`config.mk`:
```
export PLATFORM = sky130hd
export DESIGN_NAME = lhn_input_port
export DESIGN_NICKNAME = d
export VERILOG_FILES = /design/src/rtl/lhn_input_port.sv
export SDC_FILE = /design/constraint.sdc
export NUM_CORES = 1
export LEC_CHECK = 0
export CAP_MARGIN = 15
export CORE_MARGIN = 8
export CORE_UTILIZATION = 35
export DETAILED_ROUTE_END_ITERATION = 10
export GPL_TIMING_DRIVEN = 0
export PLACE_DENSITY = 0.5
export SLEW_MARGIN = 20
export SYNTH_ARGS = -nofsm -noshare
export SYNTH_HDL_FRONTEND = slang
export SYNTH_SLANG_ARGS = --single-unit
```
`constraint.sdc`:
```
create_clock -name Clock_pin -period 3.9 [get_ports Clock_pin]
set_clock_uncertainty 0.1 [all_clocks]
set_input_delay 0.585 -clock Clock_pin [delete_from_list [all_inputs] [get_ports Clock_pin]]
set_output_delay 0.585 -clock Clock_pin [all_outputs]
set_load 0.02 [all_outputs]
```
`src/rtl/lhn_input_port.sv`:
```
// Switch/push-button input port: 2-flop synchronizer, button press qualifier and FWFT event FIFO.
// Define LHN_INPUT_PORT_DEBOUNCE_EN to qualify press/release over DEBOUNCE_CYCLES stable samples.
module lhn_input_port #(
  parameter int unsigned DEBOUNCE_CYCLES = 4,
  parameter int unsigned FIFO_DEPTH      = 4
) (
  input  logic        Clock_pin,
  input  logic        Resetn_pin,
  input  logic [4:0]  SW_pin,
  input  logic        rd_en,
  output logic [13:0] IPDR_out,
  output logic        empty,
  output logic        full,
  output logic [4:0]  count,
  output logic        ovf
);

  localparam int unsigned SW_W  = 5;
  localparam int unsigned WD_W  = 14;
  localparam int unsigned CNT_W = 5;
  localparam int unsigned PTR_W = $clog2(FIFO_DEPTH);
  localparam int unsigned RUN_W = 8;

  if (DEBOUNCE_CYCLES < 2 || DEBOUNCE_CYCLES > 255) begin : g_bad_debounce
    $error("DEBOUNCE_CYCLES must be in 2..255");
  end
  if (FIFO_DEPTH < 2 || FIFO_DEPTH > 16 || (FIFO_DEPTH & (FIFO_DEPTH - 1)) != 0) begin : g_bad_depth
    $error("FIFO_DEPTH must be a power of 2 in 2..16");
  end

`ifdef LHN_INPUT_PORT_DEBOUNCE_EN
  typedef enum logic [1:0] {IDLE, PRESS_CHK, HELD, REL_CHK} btn_state_e;
`else
  typedef enum logic [1:0] {IDLE, HELD} btn_state_e;
`endif

  logic [SW_W-1:0]  sync1_q, sync1_d, sync2_q, sync2_d;
  btn_state_e       state_q, state_d;
  logic             event_q, event_d;
  logic [3:0]       seq_q, seq_d;
  logic [WD_W-1:0]  mem_q [FIFO_DEPTH];
  logic [WD_W-1:0]  mem_d [FIFO_DEPTH];
  logic [PTR_W-1:0] wr_ptr_q, wr_ptr_d, rd_ptr_q, rd_ptr_d;
  logic [CNT_W-1:0] count_q, count_d;
  logic             empty_q, empty_d, full_q, full_d, ovf_q, ovf_d;
  logic [WD_W-1:0]  ipdr_q, ipdr_d;
  logic             btn;
`ifdef LHN_INPUT_PORT_DEBOUNCE_EN
  logic [RUN_W-1:0] run_q, run_d, run_inc;
`endif

  assign btn = sync2_q[4];

  // Two-stage synchronizer on every pin before any other use.
  always_comb begin
    sync1_d = SW_pin;
    sync2_d = sync1_q;
  end

  // Button qualifier; a press event is registered and pushed on the following edge.
  always_comb begin
    state_d = state_q;
    event_d = 1'b0;
`ifdef LHN_INPUT_PORT_DEBOUNCE_EN
    run_d   = run_q;
    run_inc = RUN_W'(run_q + 8'd1);
    case (state_q)
      IDLE: begin
        if (btn) begin
          state_d = PRESS_CHK;
          run_d   = 8'd1;
        end
      end
      PRESS_CHK: begin
        if (!btn) begin
          state_d = IDLE;
          run_d   = '0;
        end else if (run_inc == RUN_W'(DEBOUNCE_CYCLES)) begin
          state_d = HELD;
          run_d   = '0;
          event_d = 1'b1;
        end else begin
          run_d = run_inc;
        end
      end
      HELD: begin
        if (!btn) begin
          state_d = REL_CHK;
          run_d   = 8'd1;
        end
      end
      REL_CHK: begin
        if (btn) begin
          state_d = HELD;
          run_d   = '0;
        end else if (run_inc == RUN_W'(DEBOUNCE_CYCLES)) begin
          state_d = IDLE;
          run_d   = '0;
        end else begin
          run_d = run_inc;
        end
      end
      default: begin
        state_d = IDLE;
        run_d   = '0;
      end
    endcase
`else
    case (state_q)
      IDLE: begin
        if (btn) begin
          state_d = HELD;
          event_d = 1'b1;
        end
      end
      HELD: begin
        if (!btn) state_d = IDLE;
      end
      default: state_d = IDLE;
    endcase
`endif
  end

  // Event FIFO: pop before push so a full FIFO can accept a push on a popping edge.
  always_comb begin
    logic push, pop, push_ok, drop;
    mem_d    = mem_q;
    wr_ptr_d = wr_ptr_q;
    rd_ptr_d = rd_ptr_q;
    count_d  = count_q;
    ovf_d    = ovf_q;
    seq_d    = seq_q;
    push     = event_q;
    pop      = rd_en & ~empty_q;
    push_ok  = push & (~full_q | pop);
    drop     = push & full_q & ~pop;

    if (push) seq_d = 4'(seq_q + 4'd1);
    if (pop) rd_ptr_d = PTR_W'(rd_ptr_q + 1'b1);
    if (push_ok) begin
      mem_d[wr_ptr_q] = {6'b0, seq_q, sync2_q[3:0]};
      wr_ptr_d        = PTR_W'(wr_ptr_q + 1'b1);
    end
    case ({push_ok, pop})
      2'b10:   count_d = CNT_W'(count_q + 5'd1);
      2'b01:   count_d = CNT_W'(count_q - 5'd1);
      default: count_d = count_q;
    endcase
    if (pop)  ovf_d = 1'b0;
    if (drop) ovf_d = 1'b1;

    empty_d = (count_d == '0);
    full_d  = (count_d == CNT_W'(FIFO_DEPTH));
    ipdr_d  = empty_d ? '0 : mem_d[rd_ptr_d];
  end

  always_ff @(posedge Clock_pin or negedge Resetn_pin) begin
    if (!Resetn_pin) begin
      sync1_q  <= '0;
      sync2_q  <= '0;
      state_q  <= IDLE;
      event_q  <= 1'b0;
      seq_q    <= '0;
      wr_ptr_q <= '0;
      rd_ptr_q <= '0;
      count_q  <= '0;
      empty_q  <= 1'b1;
      full_q   <= 1'b0;
      ovf_q    <= 1'b0;
      ipdr_q   <= '0;
      for (int i = 0; i < FIFO_DEPTH; i++) mem_q[i] <= '0;
    end else begin
      sync1_q  <= sync1_d;
      sync2_q  <= sync2_d;
      state_q  <= state_d;
      event_q  <= event_d;
      seq_q    <= seq_d;
      wr_ptr_q <= wr_ptr_d;
      rd_ptr_q <= rd_ptr_d;
      count_q  <= count_d;
      empty_q  <= empty_d;
      full_q   <= full_d;
      ovf_q    <= ovf_d;
      ipdr_q   <= ipdr_d;
      for (int i = 0; i < FIFO_DEPTH; i++) mem_q[i] <= mem_d[i];
    end
  end

`ifdef LHN_INPUT_PORT_DEBOUNCE_EN
  always_ff @(posedge Clock_pin or negedge Resetn_pin) begin
    if (!Resetn_pin) run_q <= '0;
    else             run_q <= run_d;
  end
`endif

  assign IPDR_out = ipdr_q;
  assign empty    = empty_q;
  assign full     = full_q;
  assign count    = count_q;
  assign ovf      = ovf_q;

endmodule

```
======== Word level (Yosys, flattened, before mapping) ========
Index checks and enable logic that the tools add are counted.
storage, ports and cells
  logic and storage cells ................. 62
  flip-flop bits (word level) ............. 99
  bits of input ports ..................... 8
  output and inout bits ................... 22
operators by class
  $lt $le $gt $ge ......................... 3
  equality and inequality tests ........... 6
  $add $sub $neg .......................... 5
  bitwise gates (word level) .............. 10
  reductions and logical operators ........ 5
  multiplexer cells ....................... 17
operator list
  cell                   number
  $bwmux W56             1
  $mux W14               4
  $mux W56               1
  $bmux W14 S2           1
  $demux W14 S2          1
  $pmux W5 S2            1
  $ge A3 B3 Y1 const B   2
  $mux W2                3
  $not A2 Y3             2
  $add A5 B1 Y5 const B  1
  $eq A5 B3 Y1 const B   1
  $logic_not A5 Y1       1
  $sub A5 B1 Y5 const B  1
  $add A2 B1 Y2 const B  2
  $add A4 B1 Y4 const B  1
  $and A1 B1 Y1          4
  $eq A2 B1 Y1 const B   2
  $mux W1                4
  $ne A2 B2 Y1 const B   2
  $pmux W2 S2            1
  $lt A3 B1 Y1 const B   1
  $not A1 Y1             3
  $eq A2 B2 Y1 const B   1
  $logic_not A2 Y1       1
  other kinds (4)        4

======== Longest topological paths before layout ========
  depth after elaboration ................. 11
  gate-level depth with buffers ........... 14
  gate-level depth less buffers ........... 11

======== Worst setup path before layout ========
OpenSTA, ideal clock, no wires.
  path type ............................... register to register
  start ................................... reg empty_q (netlist: empty)
  end ..................................... reg ipdr_q[0] (netlist: IPDR_out[0])
  required time ........................... 3.667 ns
  library setup time ...................... 0.133 ns
  arrival time ............................ 2.900 ns
  path buffers ............................ 3
  clock period less this slack ............ 3.134 ns
  setup slack ............................. 0.766 ns
  stages on the path, launching flop included .. 15
  path through ............................ dfstp_2 nand2b_1 buf_6 nand2_1 nand2_1 ha_1 buf_6 xor2_1 ha_1 o21ai_1 and3_1 a221o_1 a2111oi_4 buf_6 a22oi_2
on the way
  word-level cells in the longest chain between the ends .. 9
  elaborated cells on any way between the ends .. 15
  classes of those cells .................. 2 x eq/ne; 7 x mux; 5 x bitwise; 1 x reduce/logical
ends and longest elaborated chain
  item                                          RTL line  source
  start: declaration                            45        logic empty_q, empty_d, full_q, full_d, ovf_q, ovf_d;
  start signal: assignment                      181       empty_q <= empty_d;
  $not A1 Y1 (*)                                134       pop = rd_en & ~empty_q;
  $and A1 B1 Y1 (*)                             134
  $or A1 B1 Y1                                  135       push_ok = push & (~full_q | pop);
  $and A1 B1 Y1                                 135
  $mux W56                                      140       if (push_ok) begin
  $bmux W14 S2                                  154       ipdr_d = empty_d ? '0 : mem_d[rd_ptr_d];
  $mux W14 (implied by the code) (2 in series)  154
  $mux W14 (*)                                  154
  net ipdr_d[0]                                 46        logic [WD_W-1:0] ipdr_q, ipdr_d;
  end signal: assignment                        184       ipdr_q <= ipdr_d;
  end: declaration                              46
The timed path passes the listed nets; every way through them passes the cells marked *. The select of a mux whose other input is x is not followed.
A chain may end at the register's enable or synchronous reset.

======== Worst setup path after layout ========
  start ................................... in rd_en
  end ..................................... reg ipdr_q[4] (netlist: IPDR_out[4])
on the way
  word-level cells in the longest chain between the ends .. 8
  elaborated cells on any way between the ends .. 14
  classes of those cells .................. 2 x eq/ne; 7 x mux; 4 x bitwise; 1 x reduce/logical
ends and longest elaborated chain
  item                                          RTL line  source
  start: declaration                            10        input logic rd_en,
  $and A1 B1 Y1 (*)                             134
  $or A1 B1 Y1                                  135
  $and A1 B1 Y1                                 135
  $mux W56                                      140
  $bmux W14 S2                                  154
  $mux W14 (implied by the code) (2 in series)  154
  $mux W14 (*)                                  154
  net ipdr_d[4]                                 46
Marks and branches as above.

==> summary.md <==
| Metric | Value |
|---|---|
| Status | `complete, no violations` |
| Top Ports | `30` |
| Skew-Pair Late Insertion Delay | `0.34 ns` |
| Commonest non-fill, non-tap cell in the layout | `nand2_1` |
| HP Class | `input pin to async pin` |
| CP peak stage delay | `0.50 ns` |
| Core box area | `12470 µm²` |
| Slew @ Worst Pin | `0.7083 ns` |
| CTS tree | `yes` |
| Layout Utilization | `0.4196` |
| # rows | `41` |
| Clock buffer count from CTS | `9` |
| Slew headroom | `0.5278` |
| Worst EP required | `4.00 ns` |
| Max Slew Vio Count | `0` |
| FF-to-FF Start | `empty$_DFF_PN1_` |
| Yosys reg bits | `98` |
| # fillers | `1190` |
| CP dominant cell by count | `buf_6` |
| First DRT Iteration DRCs | `205` |
| Ranking of synthesized cells by area | `dfrtp_1 (55%), nand2_1 (8.8%), or3_1 (4.8%), and2_1 (3.7%), o2111ai_1 (3.2%)` |
| Kind of cell adding the most delay to the critical path | `compound AO/OA/AOI/OAI gates` |
| Drt wl/cell | `16.35 µm` |
| RD Place Congestion | `0.7742` |
| Root Driver | `clkbuf_16` |
| Horiz. Die Dim | `128.3 µm` |
| Antenna violations before repair | `0` |
| Routed WL | `10020 µm` |
| Seq/Total Area, Yosys | `0.5562` |
| Fmax | `277.7 MHz` |
| Crit-path cells | `clkdlybuf4s50_1, nand2b_1, buf_6, nand2_1, nand2_1, ha_1, buf_6, xor2_1, ha_1, o21ai_1, and3_1, a221o_1, a2111oi_4, buf_6, a22oi_2` |
| Area Overhead vs Synth | `18.55%` |
| Fin crit period | `3.601 ns` |
| Bufs and invs on worst path | `4` |
| CP Max Fanout | `10` |
| DRT Pass-1 Iters | `4` |
| Placement Cell Area | `4946 µm²` |
| Dpl hpwl | `6915 µm` |
| Area leader, netlist | `dfrtp_1` |
| Inst Count DP | `597` |
| Inserted Diodes | `0` |
| Pin count of the biggest net entering global routing | `69` |
| Leading register cell type out of synthesis | `dfrtp_1` |
| Clock Path Buffers | `2` |
| Critical Path Start | `rd_en` |
| Non-filler cells, final | `613` |
| Vias in the first global route | `3077` |
| Ratio of cells with drive above 1 in the final layout | `0.1338` |
| Post-synth top area share | `0.5502` |
| Total GRT Usage | `0.1338` |
| Starting Density | `0.3539` |
| Critical-path top delay cell | `a2111oi_4` |
| Cell Area, Synth | `4412 µm²` |
| Asr flop ratio synth | `1.000` |
| Clk sink count | `98` |
| Max Cap Viol | `0` |
| # hold bufs at CTS | `0` |
| Post-synth EDFFs | `0` |
| Post-Syn Nets | `412` |
| I/O Buffers | `29` |
| WS Path Type | `input pin to flop` |
| GRT overflow | `0` |
| Antenna viol nets, final | `0` |
| Die H | `128.3 µm` |
| CP Launch Type | `input pin` |
| Post-CTS sizing | `0` |
| First-pass GRT wire length | `16920 µm` |
| Finished Cell Area | `5230 µm²` |
| Final setup vio count | `0` |
| Nets | `453` |
| Most frequent cells in the layout | `nand2_1 (104), dfrtp_1 (97), or3_1 (34)` |
| Part of the cycle the worst path needs | `0.9234` |
| Vias | `2973` |
| Cells after synthesis | `395` |
| Leakage | `0.002410 µW` |
| Worst vdd ir | `0.2559 mV` |
| Die footprint | `16450 µm²` |
| Setup Buffers After CTS | `0` |
| DR vias/cell | `4.850` |
| RSZ-0062 raised after global routing | `no` |
| CTS clk-pin slew, worst paths | `0.06 ns` |
| Final Hold Fails | `0` |
| Warnings, synthesis | `0` |
| DRC | `0` |
| Yosys cell types | `47` |
| Syn_area_per_cell | `11.17 µm²` |
| WHS | `0.02419 ns` |
| Crit path capture type | `flop` |
| Power density over cell area | `808.0 nW/µm²` |
| Worst path arrival time | `3.70 ns` |
| Htree depth | `3` |
==> worst reg2reg max path: stages (launching register included) <==
cell,delay [ns]
dfstp_2,0.52
nand2b_1,0.12
buf_6,0.15
nand2_1,0.06
nand2_1,0.18
ha_1,0.19
buf_6,0.13
xor2_1,0.15
ha_1,0.24
o21ai_1,0.12
and3_1,0.19
a221o_1,0.31
a2111oi_4,0.50
buf_6,0.25
a22oi_2,0.11
==> sequential cells by signal, indices dropped and copies added, names as in the netlist, 2 cells and up <==
register  count
IPDR_out     14
count         5
mem_q        56
rd_ptr_q      2
seq_q         4
sync1_q       5
sync2_q       5
wr_ptr_q      2
==> worst paths after layout <==
kind | slack, ns | cells past startpoint | endpoint
max | 0.30 | 15 | IPDR_out[4]$_DFF_PN0_
min | 0.02 | 1 | mem_q[36]$_DFF_PN0_
max reg2reg | 0.43 | 14 | IPDR_out[4]$_DFF_PN0_
min reg2reg | 0.25 | 0 | sync2_q[3]$_DFF_PN0_
max in group asynchronous | 3.06 | 2 | mem_q[44]$_DFF_PN0_
min in group Clock_pin | 0.25 | 0 | sync2_q[3]$_DFF_PN0_
==> area by class of cell <==
| class | count | area (µm²) | area share |
|---|---|---|---|
| Sequential cell | 98 | 2454 | 0.4691 |
| Multi-Input combinational cell | 264 | 1783 | 0.3409 |
| Timing Repair Buffer | 30 | 319.1 | 0.06100 |
| Clock buffer | 14 | 274.0 | 0.05239 |
| Tap cell | 172 | 215.2 | 0.04115 |
| Buffer | 24 | 136.4 | 0.02608 |
| Inverter | 9 | 38.79 | 0.007416 |
| Clock inverter | 2 | 10.01 | 0.001914 |
==> per-layer routing <==
metal  GRT usage  wire length [µm]  vias to the layer above
li1            -                 -                     1448
met1      0.1839              4978                     1485
met2      0.1996              4625                       31
met3     0.02662               282                        9
met4     0.05804               136                        0
met5           0                 0                        -
==> cells by family after synthesis <==
logic type | share of synthesized area
adders and majority gates | 0.02553
DFF | 0.5562
AOI/OAI and AO/OA | 0.1112
muxes | 0.04453
and+or+nand+nor | 0.1946
buffers and inverters | 0.03970
xor gates and xnor gates | 0.02836
==> cell usage after synthesis, types with 5 or more instances <==
cell,count
ha_1,9
a21oi_1,7
xnor2_1,6
and2_1,26
inv_1,5
nand2_1,104
or3_1,34
dfrtp_1,97
buf_6,5
mux4_2,6
o2111ai_1,16
buf_2,7
a22oi_2,8
a21o_1,5
clkbuf_1,12
==> per-stage QoR <==
step / total power (µW) / worst slack [ns] / setup TNS, ns
after floorplan: 2822 / 0.7664 / 0
after global placement: 3395 / -1.673 / -162.44
after detailed placement: 3427 / -0.03815 / -0.1881
after CTS: 4287 / 0.3199 / 0
after global routing: 4555 / 0.05554 / 0
final: 4226 / 0.2987 / 0
==> where the power goes <==
group | total, µW | switching (µW) | internal [µW] | leakage [µW]
sequential | 1480 | 173 | 1300 | 0.00126
clock | 836 | 353 | 483 | 0.000143
combinational | 1910 | 1120 | 790 | 0.00101
total | 4230 | 1650 | 2580 | 0.00241
Power figures use the tool's default switching activity.
